<file path="src/rtl/snd_pkg.sv">
// Shared types and constants for the sound-request scheduler.
// Holds the sound table, source IDs and the scheduler FSM state type.
package snd_pkg;

  localparam int unsigned ADDR_W = 14;
  localparam int unsigned N_SRC  = 4;
  localparam int unsigned ID_W   = 2;

  localparam logic [ID_W-1:0] TICTAC    = 2'd0;
  localparam logic [ID_W-1:0] BONUS     = 2'd1;
  localparam logic [ID_W-1:0] EXPLOSION = 2'd2;
  localparam logic [ID_W-1:0] DEATH     = 2'd3;

  // Inclusive sample ranges, indexed by source ID.
  localparam logic [ADDR_W-1:0] SND_START [N_SRC] = '{14'd0, 14'd11965, 14'd3847, 14'd13965};
  localparam logic [ADDR_W-1:0] SND_END   [N_SRC] = '{14'd3846, 14'd13964, 14'd11964, 14'd16383};

  typedef enum logic [1:0] {
    StIdle,
    StIssue,
    StPlay,
    StAbort
  } snd_state_e;

endpackage

</file>
<file path="src/rtl/prio_enc.sv">
// Highest-set-bit encoder: returns the index of the most significant set bit
// and a flag telling whether any bit is set.
module prio_enc #(
  parameter int unsigned N    = 4,
  parameter int unsigned IdxW = (N > 1) ? $clog2(N) : 1
) (
  input  logic [N-1:0]    vec_i,
  output logic [IdxW-1:0] idx_o,
  output logic            any_o
);

  always_comb begin
    idx_o = '0;
    any_o = 1'b0;
    for (int i = 0; i < int'(N); i++) begin
      if (vec_i[i]) begin
        idx_o = IdxW'(i);
        any_o = 1'b1;
      end
    end
  end

endmodule

</file>
<file path="src/rtl/snd_scheduler.sv">
// Sound-request scheduler: latches request pulses, issues the highest-priority
// sound to the player and preempts lower-priority playback.
module snd_scheduler
  import snd_pkg::*;
(
  input  logic              clk_i,
  input  logic              rst_ni,
  input  logic [N_SRC-1:0]  req_i,
  output logic              cmd_valid_o,
  input  logic              cmd_ready_i,
  output logic [ADDR_W-1:0] cmd_start_o,
  output logic [ADDR_W-1:0] cmd_end_o,
  output logic [ID_W-1:0]   cmd_id_o,
  output logic              abort_o,
  input  logic              player_busy_i,
  input  logic              player_done_i,
  output logic [N_SRC-1:0]  pending_o,
  output logic [7:0]        drop_cnt_o
);

  snd_state_e        state_q, state_d;
  logic [N_SRC-1:0]  pending_q, pending_d;
  logic [7:0]        drop_q, drop_d;
  logic [ID_W-1:0]   cur_id_q, cur_id_d;
  logic              cmd_valid_q, cmd_valid_d;
  logic [ADDR_W-1:0] cmd_start_q, cmd_start_d;
  logic [ADDR_W-1:0] cmd_end_q, cmd_end_d;
  logic [ID_W-1:0]   cmd_id_q, cmd_id_d;
  logic              abort_q, abort_d;

  logic [N_SRC-1:0]  clr;
  logic [N_SRC-1:0]  lost;
  logic [ID_W-1:0]   sel_idx;
  logic              sel_any;
  logic [2:0]        lost_num;
  logic [8:0]        drop_sum;

  // One encoder serves both idle selection and the preemption compare.
  prio_enc #(
    .N    (N_SRC),
    .IdxW (ID_W)
  ) u_prio_enc (
    .vec_i (pending_q),
    .idx_o (sel_idx),
    .any_o (sel_any)
  );

  always_comb begin
    state_d     = state_q;
    cur_id_d    = cur_id_q;
    cmd_valid_d = cmd_valid_q;
    cmd_start_d = cmd_start_q;
    cmd_end_d   = cmd_end_q;
    cmd_id_d    = cmd_id_q;
    abort_d     = 1'b0;
    clr         = '0;
    unique case (state_q)
      StIdle: begin
        if (sel_any) begin
          clr[sel_idx] = 1'b1;
          cmd_valid_d  = 1'b1;
          cmd_start_d  = SND_START[sel_idx];
          cmd_end_d    = SND_END[sel_idx];
          cmd_id_d     = sel_idx;
          state_d      = StIssue;
        end
      end
      StIssue: begin
        if (cmd_ready_i) begin
          cur_id_d    = cmd_id_q;
          cmd_valid_d = 1'b0;
          state_d     = StPlay;
        end
      end
      StPlay: begin
        if (player_done_i) begin
          state_d = StIdle;
        end else if (sel_any && (sel_idx > cur_id_q)) begin
          abort_d = 1'b1;
          state_d = StAbort;
        end
      end
      StAbort: begin
        if (!player_busy_i) begin
          state_d = StIdle;
        end
      end
      default: state_d = StIdle;
    endcase
  end

  // A request hitting a bit that is set and not being cleared is lost.
  always_comb begin
    lost      = req_i & pending_q & ~clr;
    pending_d = (pending_q & ~clr) | req_i;
    lost_num  = '0;
    for (int i = 0; i < int'(N_SRC); i++) begin
      lost_num = lost_num + {2'b00, lost[i]};
    end
    drop_sum = {1'b0, drop_q} + {6'd0, lost_num};
    drop_d   = drop_sum[8] ? 8'hFF : drop_sum[7:0];
  end

  always_ff @(posedge clk_i or negedge rst_ni) begin
    if (!rst_ni) begin
      state_q     <= StIdle;
      pending_q   <= '0;
      drop_q      <= '0;
      cur_id_q    <= '0;
      cmd_valid_q <= 1'b0;
      cmd_start_q <= '0;
      cmd_end_q   <= '0;
      cmd_id_q    <= '0;
      abort_q     <= 1'b0;
    end else begin
      state_q     <= state_d;
      pending_q   <= pending_d;
      drop_q      <= drop_d;
      cur_id_q    <= cur_id_d;
      cmd_valid_q <= cmd_valid_d;
      cmd_start_q <= cmd_start_d;
      cmd_end_q   <= cmd_end_d;
      cmd_id_q    <= cmd_id_d;
      abort_q     <= abort_d;
    end
  end

  assign cmd_valid_o = cmd_valid_q;
  assign cmd_start_o = cmd_start_q;
  assign cmd_end_o   = cmd_end_q;
  assign cmd_id_o    = cmd_id_q;
  assign abort_o     = abort_q;
  assign pending_o   = pending_q;
  assign drop_cnt_o  = drop_q;

endmodule

</file>
<file path="config.mk">
export PLATFORM = sky130hd
export DESIGN_NAME = snd_scheduler
export DESIGN_NICKNAME = d
export VERILOG_FILES = /design/src/rtl/snd_pkg.sv /design/src/rtl/prio_enc.sv /design/src/rtl/snd_scheduler.sv
export SDC_FILE = /design/constraint.sdc
export NUM_CORES = 1
export LEC_CHECK = 0
export BUFFER_PORTS_ARGS = -buffer_cell sky130_fd_sc_hd__buf_2
export CAP_MARGIN = 20
export CORE_UTILIZATION = 51
export CTS_BUF_LIST = sky130_fd_sc_hd__clkbuf_4
export DETAILED_ROUTE_END_ITERATION = 6
export PLACE_DENSITY = 0.81
export SYNTH_ARGS = -nofsm -noshare
export SYNTH_HDL_FRONTEND = slang
export SYNTH_HIERARCHICAL = 1
export SYNTH_SLANG_ARGS = --single-unit
</file>
<file path="constraint.sdc">
create_clock -name clk_i -period 3.7 [get_ports clk_i]
set_input_delay 0.555 -clock clk_i [delete_from_list [all_inputs] [get_ports clk_i]]
set_output_delay 0.555 -clock clk_i [all_outputs]
set_load 0.005 [all_outputs]
</file>
==> results of run 1 <==
==> placed cells by master, fill, tap and decap left out, types with 2 or more instances in the layout <==
master and instances:
mux2_2 2, nand2_1 23, a31oi_1 2, a21oi_1 5
dfrtp_1 28, nor2_1 8, clkbuf_4 3, ha_1 7
buf_2 51, o21ai_0 10, fa_1 2, a21o_1 5
or2_1 2, nand3_1 9, inv_1 11
==> registers in the layout, summed over array words and instances, names as in the netlist <==
register	flops
pending_o	4
cmd_valid_o	1
drop_cnt_o	8
cmd_end_o	7
cmd_start_o	3
abort_o	1
cur_id_q	2
state_q	2
==> cell usage after synthesis <==
master | n | area, um2
and4_2 | 1 | 10.0
conb_1 | 1 | 3.75
nand3_1 | 9 | 45.0
or2_1 | 2 | 12.5
o21ai_0 | 10 | 50.1
a31oi_1 | 2 | 12.5
inv_1 | 11 | 41.3
a21boi_2 | 1 | 11.3
dfrtp_1 | 28 | 701
and3_2 | 1 | 7.51
mux2_2 | 2 | 22.5
a21oi_1 | 5 | 25.0
mux2i_1 | 1 | 10.0
and3_4 | 1 | 11.3
o21a_1 | 1 | 7.51
ha_1 | 7 | 87.6
nand2b_1 | 1 | 6.26
a211oi_1 | 1 | 7.51
a21o_1 | 5 | 37.5
o21bai_1 | 1 | 7.51
nor2b_1 | 1 | 6.26
nor3b_1 | 1 | 7.51
and3_1 | 1 | 6.26
nand2_1 | 23 | 86.3
fa_1 | 3 | 60.1
nor2_1 | 8 | 30.0
a311o_2 | 1 | 11.3
buf_2 | 2 | 10.0
buf_4 | 20 | 150
or3_1 | 1 | 6.26
==> logic make-up after synthesis <==
logic type                 after synthesis
muxes                                    3
DFF                                     28
and+or+nand+nor                         50
adders and majority gates               10
other                                    1
AOI/OAI and AO/OA                       27
buffers and inverters                   33
==> per-stage QoR <==
step                utilization [%]  cells
floorplan                         -    152
global placement               58.9    212
detailed placement             58.9    212
CTS                            59.9    216
global route                   60.0    216
finish                         60.0    216
==> final cells by class <==
type	count	area, um2	share of cell area [%]
Sequential cell	28	701	42.4
Multi-Input combinational cell	91	592	35.8
Timing Repair Buffer	51	255	15.4
Inverter	11	41.3	2.50
Tap cell	31	38.8	2.34
Clock buffer	3	22.5	1.36
Clock inverter	1	3.75	0.227
==> power by group <==
group	switching, mW	internal (mW)	leakage (nW)	total (mW)
logic	0.330	0.308	0.526	0.638
clock network	0.0873	0.0396	0.0154	0.127
registers	0.125	0.432	0.319	0.556
total	0.542	0.779	0.861	1.32
==> repair_timing <==
action	4_1_cts	5_1_grt
hold buffers	0	0
resized for setup	0	1
endpoints found under the setup margin	0	1
==> final timing paths <==
| path | startpoint | to |
|---|---|---|
| setup reg to reg | pending_o[2] | drop_cnt_o[6] |
| setup / recovery | pending_o[2] | drop_cnt_o[6] |
| hold reg to reg | cmd_start_o[5] | cmd_start_o[5] |
| hold / removal | rst_ni | cur_id_q[1] |
| min in group clk_i | req_i[1] | pending_o[1] |
| max in group asynchronous | rst_ni | state_q[0] |
==> routing by layer <==
metal	global-route usage, %	wire length (um)	part of all wire (%)
met5	0	0	0
met1	20.4	1120	42
met3	2.56	136	5.1
met4	6.62	41	1.6
met2	33.2	1350	51
==> worst max-delay path: stages, from the launching register on <==
cell	delay, ps
dfrtp_1	440
or2_1	310
or3_1	390
and3_1	270
nand2_1	140
nand3_1	120
fa_1	480
fa_1	450
inv_1	80
fa_2	260
nand2_1	110
nor3b_1	210
a21oi_1	90
==> out/metrics.cfg, run 1 <==
[global_route]
grt_pass1_wl_um=4340
grt_max_degree=29
gr-usage-all-layers_pct=17.8
antenna_found_initial=0
grt_pass1_vias=1011
globalRoute.totalOverflow=0

[routing]
viasPerCell=5.21
wl_per_cell_um=12.2
drt_iter0_markers=13
dr.pass1.iters=3
vias=1126
wl_um=2640
ant_nets=0
drc=0

[clocking]
postCtsSetupBuffers=0
htree_num_levels=1
clk_root_buffer_cell=clkbuf_4
clock-sinks=28
clockBufferDepth=2
clk_latency_ps=320
cts_tree=done
numCtsBuffers=3
clk_pin_slew_ps=140

[logic_synthesis]
synthSimpleGateAreaFrac_pct=15.8
synth-compound-area-share_pct=11.4
synth_area_um2=1490
synth_top_family_by_area=simple AND/OR/NAND/NOR gates
muxShareOfSynthArea_pct=2.18
synthesis.nets=171
yosys.area_share.adder_pct=9.90
synth_xor_xnor_area_share_pct=0
yosys_warnings=6
ys_ff_latch=28
seq_area_frac_synth_pct=47.0
synthCells=152
synth_cell_types=30
avgSynthCellArea_um2=9.81

[power_and_ir_drop]
powerDensity_nw_per_um2=799
p_leak_nw=0.861
power_mw=1.32
peakVddDrop_uv=571

[floorplanning]
io_pins=53
row_count=19
die_area_um2=3140
die_height_um=56.1
die_width_um=56.1
core-area_um2=2760
start_util_pct=54.1

[run_status]
status=finished clean

[sta]
finalClockSkew_ps=2.00
setup_slack_ps=237
rsz0062_at_grt=false
setup_viol=0
fin_crit_sh_pct=93.6
tns_ps=0
hold_violations=0
relSlewSlack_pct=60.4
worstMarginPinSlew_ps=594
slew_viol_final=0
max_clock_freq_mhz=289
whs_ps=208
period_needed_ps=3460

[layout]
area_growth_pct=10.9
finalInstanceArea_um2=1650
drive_above_1_share_pct=33.5
nFillCells=234
antenna_cells=0
nNetsFinal=205

[worst_setup_path]
reg2reg_depth=12
required_ps=3930
critPathCaptureType=flop
critPathMaxFanout=6
crit_path_start_kind=flop
critPathKind=flop to flop
arrival_ps=3690
ff2ff_setup_slack_ps=240

[placement]
placed_cell_area_um2=1630
place_ws_ps=167
hpwlAfterDp_um=2080
gp_congestion=0.838
numPortBuffers=51

[flow_run]
maxCapViolations=0

[min_path]
hold_path.class=primary input to async pin

(Power assumes the default switching activity.)
==> run 2: changes to the inputs <==
--- a/config.mk
+++ b/config.mk
@@ -5,12 +5,13 @@
 export SDC_FILE = /design/constraint.sdc
 export NUM_CORES = 1
 export LEC_CHECK = 0
-export BUFFER_PORTS_ARGS = -buffer_cell sky130_fd_sc_hd__buf_2
+export ABC_AREA = 1
+export BUFFER_PORTS_ARGS = -buffer_cell sky130_fd_sc_hd__clkbuf_2
 export CAP_MARGIN = 20
-export CORE_UTILIZATION = 51
+export CORE_UTILIZATION = 41
 export CTS_BUF_LIST = sky130_fd_sc_hd__clkbuf_4
 export DETAILED_ROUTE_END_ITERATION = 6
-export PLACE_DENSITY = 0.81
+export PLACE_DENSITY = 0.66
 export SYNTH_ARGS = -nofsm -noshare
 export SYNTH_HDL_FRONTEND = slang
 export SYNTH_HIERARCHICAL = 1
==> run 2 against run 1 <==
  * Synthesized cell count rose by 20%
  * Hold slack gained 39 ps
  * Largest power group unchanged
  * Combinational power grew 3.3%
  * Sequential power down 6.3%
  * Design area rose by 7.6%
  * Global-route usage shrank 3.5 points
  * Sequential cell count unchanged
  * Fmax up 19%
  * Non-clock buffer count did not move
  * Die area increased by 31%
==> out/metrics.cfg, run 2 <==
[worst_setup_path]
ff2ff_setup_slack_ps=790  ; +560 ps
rr_startpoint=pending_o[2]
critPathCaptureType=flop
crit_path_start_kind=flop
critPathKind=flop to flop
required_ps=3960  ; +30 ps
arrival_ps=3170  ; -520 ps
r2r-end=drop_cnt_o[3]
reg2reg_depth=15  ; +3
critPathMaxFanout=7  ; +1

[logic_synthesis]
synthesis.nets=201  ; +18%
yosys-top-cells-count=nand2_1 (44), dfrtp_1 (28), inv_1 (22)
yosys.area.top_type_share_pct=44.1  ; -2.9 points
yosys-top-cells-area=dfrtp_1 (44%), nand2_1 (10%), buf_4 (9.4%)
synth_area_um2=1590  ; +6.5%
synthArstFlopShare_pct=100  ; unchanged
synth_edf_count=0  ; unchanged
synth_cell_types=24  ; -20%
synth_most_common_cell=nand2_1
ys_ff_latch=28  ; unchanged
avgSynthCellArea_um2=8.73  ; -11%
yosys_warnings=6  ; unchanged
yosys_most_used_dff=dfrtp_1
yosys.area.top_type=dfrtp_1
seq_area_frac_synth_pct=44.1  ; -2.9 points
synthCells=182  ; +20%

[global_route]
grt_max_degree=29  ; unchanged
antenna_found_initial=0  ; unchanged
gr-usage-all-layers_pct=14.3  ; -3.5 points
grt_pass1_wl_um=4600  ; +5.9%
grt_pass1_vias=1038  ; +2.7%
globalRoute.totalOverflow=0  ; unchanged

[layout]
final_common_cell=clkbuf_2
largest_reg_flops=8  ; unchanged
area_growth_pct=12.0
final_cell_mix=clkbuf_2 (51), nand2_1 (44), dfrtp_1 (28)
antenna_cells=0  ; unchanged
finalInstanceArea_um2=1780  ; +7.6%
nNetsFinal=237  ; +16%
drive_above_1_share_pct=31.3  ; -2.2 points
final_cells=265  ; +23%

[power_and_ir_drop]
pwr-share-comb_pct=50.5  ; +2.2 points
seqPwrFrac_pct=39.9  ; -2.2 points
switching_share_pct=43.6  ; +2.5 points
p_switching_uw=569  ; +4.9%
clkPwrFrac_pct=9.6  ; about the same
p_leak_nw=1.02  ; +18%
p_int_uw=737  ; -5.4%
peakVddDrop_uv=348  ; -39%
powerDensity_nw_per_um2=733  ; -8.2%

[sta]
relSlewSlack_pct=53.7  ; -6.6 points
worstMarginPinSlew_ps=694  ; +99.7 ps
tns_ps=0  ; unchanged
whs_ps=247  ; +39.0 ps
period_needed_ps=2910  ; -558 ps
fin_crit_sh_pct=78.5  ; -15 points
slew_viol_final=0  ; unchanged
hold_violations=0  ; unchanged
rsz0062_at_grt=false
max_clock_freq_mhz=344  ; +19%
finalClockSkew_ps=1.48  ; -0.515 ps
setup_slack_ps=795  ; +558 ps
setup_viol=0  ; unchanged

[placement]
place_ws_ps=775  ; +608 ps
hpwlAfterDp_um=2150  ; +3.1%
numPortBuffers=51  ; unchanged
gp_congestion=0.785  ; -6.3%
place_inst=261  ; +23%
placed_cell_area_um2=1750  ; +7.9%

[clocking]
htree_num_levels=1  ; unchanged
post_cts_resized=0  ; unchanged
clockBufferDepth=2  ; unchanged
clk_latency_ps=320  ; about the same
cts_tree=done
clock-sinks=28  ; unchanged
numCtsBuffers=3  ; unchanged
cts_hold_buf=0  ; unchanged
postCtsSetupBuffers=0  ; unchanged
clk_root_buffer_cell=clkbuf_4
clk_pin_slew_ps=140  ; about the same

[routing]
dr.pass1.iters=4  ; +1
wl_per_cell_um=10.2  ; -17%
drc=0  ; unchanged
wl_um=2700  ; +2.2%
drt_iter0_markers=60  ; +47
ant_nets=0  ; unchanged
vias=1173  ; +4.2%
viasPerCell=4.43  ; -15%

[min_path]
hold_path.class=primary input to async pin

[flow_run]
maxCapViolations=0  ; unchanged

[floorplanning]
die_width_um=64.3  ; +15%
io_pins=53  ; unchanged
start_util_pct=43.1  ; -11 points
die_height_um=64.3  ; +15%
core-area_um2=3690  ; +34%
die_area_um2=4130  ; +31%
row_count=22  ; +3

[run_status]
status=finished clean

run 2: cell count changes in the layout (fill, tap and decap cells not counted), moves of 5 or more:
cell and change:
inv_1 +11, nand2_1 +21, buf_2 -51, nand3_1 +7
o21ai_0 -5, clkbuf_2 +51
run 2: worst max path at each step:
stage                    end         start  cells after the start  slack, ps
2_1_floorplan  drop_cnt_o[4]  pending_o[2]                     15        980
3_3_place_gp   drop_cnt_o[4]  pending_o[2]                     15        860
3_5_place_dp   drop_cnt_o[5]  pending_o[2]                     15        770
4_1_cts        drop_cnt_o[3]  pending_o[2]                     15        730
5_1_grt        drop_cnt_o[3]  pending_o[2]                     15        490
6_report       drop_cnt_o[3]  pending_o[2]                     15        790
run 2: kinds of logic (layout without fill, tap and decap cells):
kind of cell             count (synthesis)  in the layout  synth area share, %
AO/OA/AOI/OAI                           14             14                 5.59
flip-flops                              28             28                 44.1
other                                    1              1                0.236
XOR/XNOR                                 1              1                0.551
AND/OR/NAND/NOR                         82             82                 24.5
adder cells (fa/ha/maj)                 10             10                 9.29
buffers and inverters                   46             81                 15.7
run 2: power groups by stage:
stage	Sequential, mW	Combinational [mW]	Clock [mW]
after CTS	0.523	0.676	0.134
final	0.521	0.659	0.126
after global routing	0.542	0.767	0.147
after floorplan	0.524	0.506	0
after global placement	0.528	0.672	0
after detailed placement	0.531	0.667	0
run 2: routing by layer:
layer  vias to the layer above  global-route usage (%)  part of all wire (%)
li1                        616                       -                     -
met1                       527                    19.1                    50
met2                        28                    23.4                    45
met3                         2                    2.32                   4.2
met4                         0                    5.00                  0.56
met5                         -                       0                     0
run 2: per-stage QoR:
stage | total power, mW | utilization, %
final | 1.31 | 48.3
after detailed placement | 1.20 | 47.6
after floorplan | 1.03 | -
after global placement | 1.20 | 47.6
after CTS | 1.33 | 48.3
after global routing | 1.46 | 48.3
run 2: cell type report:
| type | count | area [um2] |
|---|---|---|
| fill | 375 | 1910 |
| sequential | 28 | 701 |
| multi-input combinational | 108 | 638 |
| timing repair buffer | 51 | 255 |
| inverter | 26 | 100 |
| tap | 48 | 60.1 |
| clock buffer | 3 | 22.5 |
| clock inverter | 1 | 3.75 |
run 2: worst max-delay path, stage by stage, from the launching register on:
cell	delay, ps
dfrtp_1	450
inv_1	70
nand2_1	40
nand2_1	100
inv_1	100
ha_1	240
nand2_4	80
nand3_1	90
fa_1	490
fa_1	420
inv_1	90
fa_1	190
nand2_1	90
inv_1	110
nand3_2	160
nand3_1	130
==> run 3: changes to the inputs <==
--- a/config.mk
+++ b/config.mk
@@ -5,13 +5,13 @@
 export SDC_FILE = /design/constraint.sdc
 export NUM_CORES = 1
 export LEC_CHECK = 0
-export ABC_AREA = 1
+export ABC_AREA = 0
 export BUFFER_PORTS_ARGS = -buffer_cell sky130_fd_sc_hd__clkbuf_2
 export CAP_MARGIN = 20
 export CORE_UTILIZATION = 41
 export CTS_BUF_LIST = sky130_fd_sc_hd__clkbuf_4
 export DETAILED_ROUTE_END_ITERATION = 6
-export PLACE_DENSITY = 0.66
+export PLACE_DENSITY = 0.67
 export SYNTH_ARGS = -nofsm -noshare
 export SYNTH_HDL_FRONTEND = slang
 export SYNTH_HIERARCHICAL = 1
==> constraint.sdc (replaced) <==
create_clock -name clk_i -period 2.82 [get_ports clk_i]
set_input_delay 0.423 -clock clk_i [delete_from_list [all_inputs] [get_ports clk_i]]
set_output_delay 0.423 -clock clk_i [all_outputs]
set_load 0.005 [all_outputs]
==> run 3 against run 2 <==
  * The flow now finishes with violations (setup timing)
  * Die area down 6.0%
  * Critical path depth down 3
  * Register-to-register slack got worse by 1000 ps
  * First-iteration DRC count shrank 50%
  * Combinational power increased by 55%
  * Count of clock-buffer cells in the layout unchanged
  * Sequential power grew 42%
  * Sequential share of layout area down 1.7 points
  * Fmax shrank 4.5%
  * Largest cell class unchanged
  * Largest power group unchanged
==> out/metrics.cfg, run 3 (same netlist as run 1, synthesis figures left out) <==
[sta]
fin_crit_sh_pct=108  ; +29 points
period_needed_ps=3040  ; +136 ps
tns_ps=-1490  ; -1490 ps
setup_viol=8  ; +8
hold_violations=0  ; unchanged
finalClockSkew_ps=12.8  ; +11.3 ps
max_clock_freq_mhz=329  ; -4.5%
rsz0062_at_grt=true
setup_slack_ps=-221  ; -1020 ps
slew_viol_final=0  ; unchanged
worstMarginPinSlew_ps=693  ; -1.54 ps
relSlewSlack_pct=53.8  ; +0.10 points

[global_route]
grt_max_degree=29  ; unchanged
grtUsageMet2_pct=29.5  ; +6.1 points
globalRoute.totalOverflow=0  ; unchanged
antenna_found_initial=0  ; unchanged
top_usage_layer=met2
grt_pass1_wl_um=5000  ; +8.7%
gr-usage-all-layers_pct=16.0  ; +1.7 points
gr-usage-met3_pct=2.02  ; -0.30 points
grt_use_met1_pct=19.1  ; +0.029 points
grt_pass1_vias=1132  ; +9.1%

[worst_setup_path]
critPathCaptureType=flop
crit_path_start_kind=flop
arrival_ps=3280  ; +110 ps
critPathMaxFanout=3  ; -4
critPathKind=flop to flop
required_ps=3060  ; -900 ps

[power_and_ir_drop]
peakVddDrop_uv=592  ; +70%
powerDensity_nw_per_um2=1040  ; +42%
p_leak_nw=0.986  ; -2.8%

[min_path]
hold_path.class=primary input to async pin

[floorplanning]
die_area_um2=3880  ; -6.0%
die_height_um=62.3  ; -3.0%
row_count=21  ; -4.5%
io_pins=53  ; unchanged
die_width_um=62.3  ; -3.0%
core-area_um2=3420  ; -7.4%
start_util_pct=43.7  ; +0.58 points

[placement]
hpwlAfterDp_um=2150  ; +0.33%
place_ws_ps=-203  ; -978 ps
placed_cell_area_um2=1780  ; +1.4%
numPortBuffers=51  ; unchanged
gp_congestion=0.859  ; +9.5%
place_inst=240  ; -8.0%

[layout]
final_cell_mix=clkbuf_2 (51), dfrtp_1 (28), nand2_1 (20)
area_growth_pct=24.8
largest_reg_flops=8  ; unchanged
antenna_cells=0  ; unchanged
final_common_cell=clkbuf_2
final_cells=247  ; -6.8%
nNetsFinal=221  ; -6.8%
finish.utilization_pct=54.5  ; +6.2 points
drive_above_1_share_pct=45.3  ; +14 points
finalInstanceArea_um2=1860  ; +4.6%

[clocking]
clk_latency_ps=330  ; about the same
htree_num_levels=1  ; unchanged
clockBufferDepth=2  ; unchanged
clk_pin_slew_ps=160  ; +20 ps
clk_root_buffer_cell=clkbuf_4
cts_hold_buf=0  ; unchanged
numCtsBuffers=3  ; unchanged
cts_tree=done
clock-sinks=28  ; unchanged

[routing]
drc=0  ; unchanged
vias=1149  ; -2.0%
drt_iter0_markers=30  ; -50%
wl_um=2880  ; +6.6%
ant_nets=0  ; unchanged
wl_per_cell_um=11.6  ; +14%
dr.pass1.iters=3  ; -1
viasPerCell=4.65  ; +5.1%

[run_status]
status=finished with violations
violations=setup timing

[flow_run]
maxCapViolations=0  ; unchanged

run 3: changes by cell type in the layout (fill, tap and decap cells not counted), moves of 4 or more:
cell     previous run  this run
a21oi_1             1         5
buf_4               0        15
inv_1              22        10
nand2_1            44        20
nand3_1            16         6
nor2_1             12         7
o21ai_0             5         9
run 3: repair_timing:
action                                  in CTS  in global routing
resized for setup                            3                  4
endpoints found under the setup margin       8                  8
setup buffers                                1                  2
pin swaps                                    8                  3
run 3: path summary, 6_finish.rpt:
| kind | cells past startpoint | from | slack, ps | end |
|---|---|---|---|---|
| min in group clk_i | 2 | req_i[3] | 290 | pending_o[3] |
| min | 1 | rst_ni | 100 | cmd_end_o[12] |
| max | 12 | pending_o[3] | -220 | drop_cnt_o[7] |
| min reg2reg | 2 | cmd_start_o[11] | 490 | cmd_start_o[11] |
| max reg2reg | 12 | pending_o[3] | -220 | drop_cnt_o[7] |
| max in group asynchronous | 1 | rst_ni | 2270 | pending_o[0] |
run 3: routing by layer:
layer | share of wire (%) | up-vias
met5 | 0 | -
met4 | 0.83 | 0
met3 | 3.9 | 2
met2 | 49 | 33
met1 | 46 | 528
li1 | - | 586
run 3: where the power goes:
| part | switching (mW) | internal, mW | total [mW] |
|---|---|---|---|
| combinational | 0.492 | 0.532 | 1.02 |
| sequential | 0.175 | 0.566 | 0.740 |
| clock | 0.120 | 0.0518 | 0.172 |
| total | 0.787 | 1.15 | 1.94 |
run 3: through the flow:
| step | total power [mW] | hold slack (ps) |
|---|---|---|
| after global placement | 1.68 | 460 |
| after floorplan | 1.43 | 127 |
| final | 1.94 | 102 |
| after global routing | 2.12 | 162 |
| after CTS | 1.91 | 134 |
| after detailed placement | 1.70 | 465 |
run 3: cell type report:
| class | count | area [um2] |
|---|---|---|
| repair buffers | 67 | 379 |
| inverters | 11 | 41.3 |
| multi-input cells | 91 | 657 |
| clock buffers | 3 | 22.5 |
| fillers | 319 | 1550 |
| clock inverters | 1 | 3.75 |
| well taps | 46 | 57.6 |
| flip-flops and latches | 28 | 701 |
run 3: critical path: stages (launching register included):
cell     delay [ps]
dfrtp_1         420
or2_4           260
or3_4           380
and3_4          210
nand2_4          80
nand3_4          70
fa_1            520
fa_2            210
inv_2            40
fa_2            380
nand2_2          90
nand2_1          50
mux2_2          250
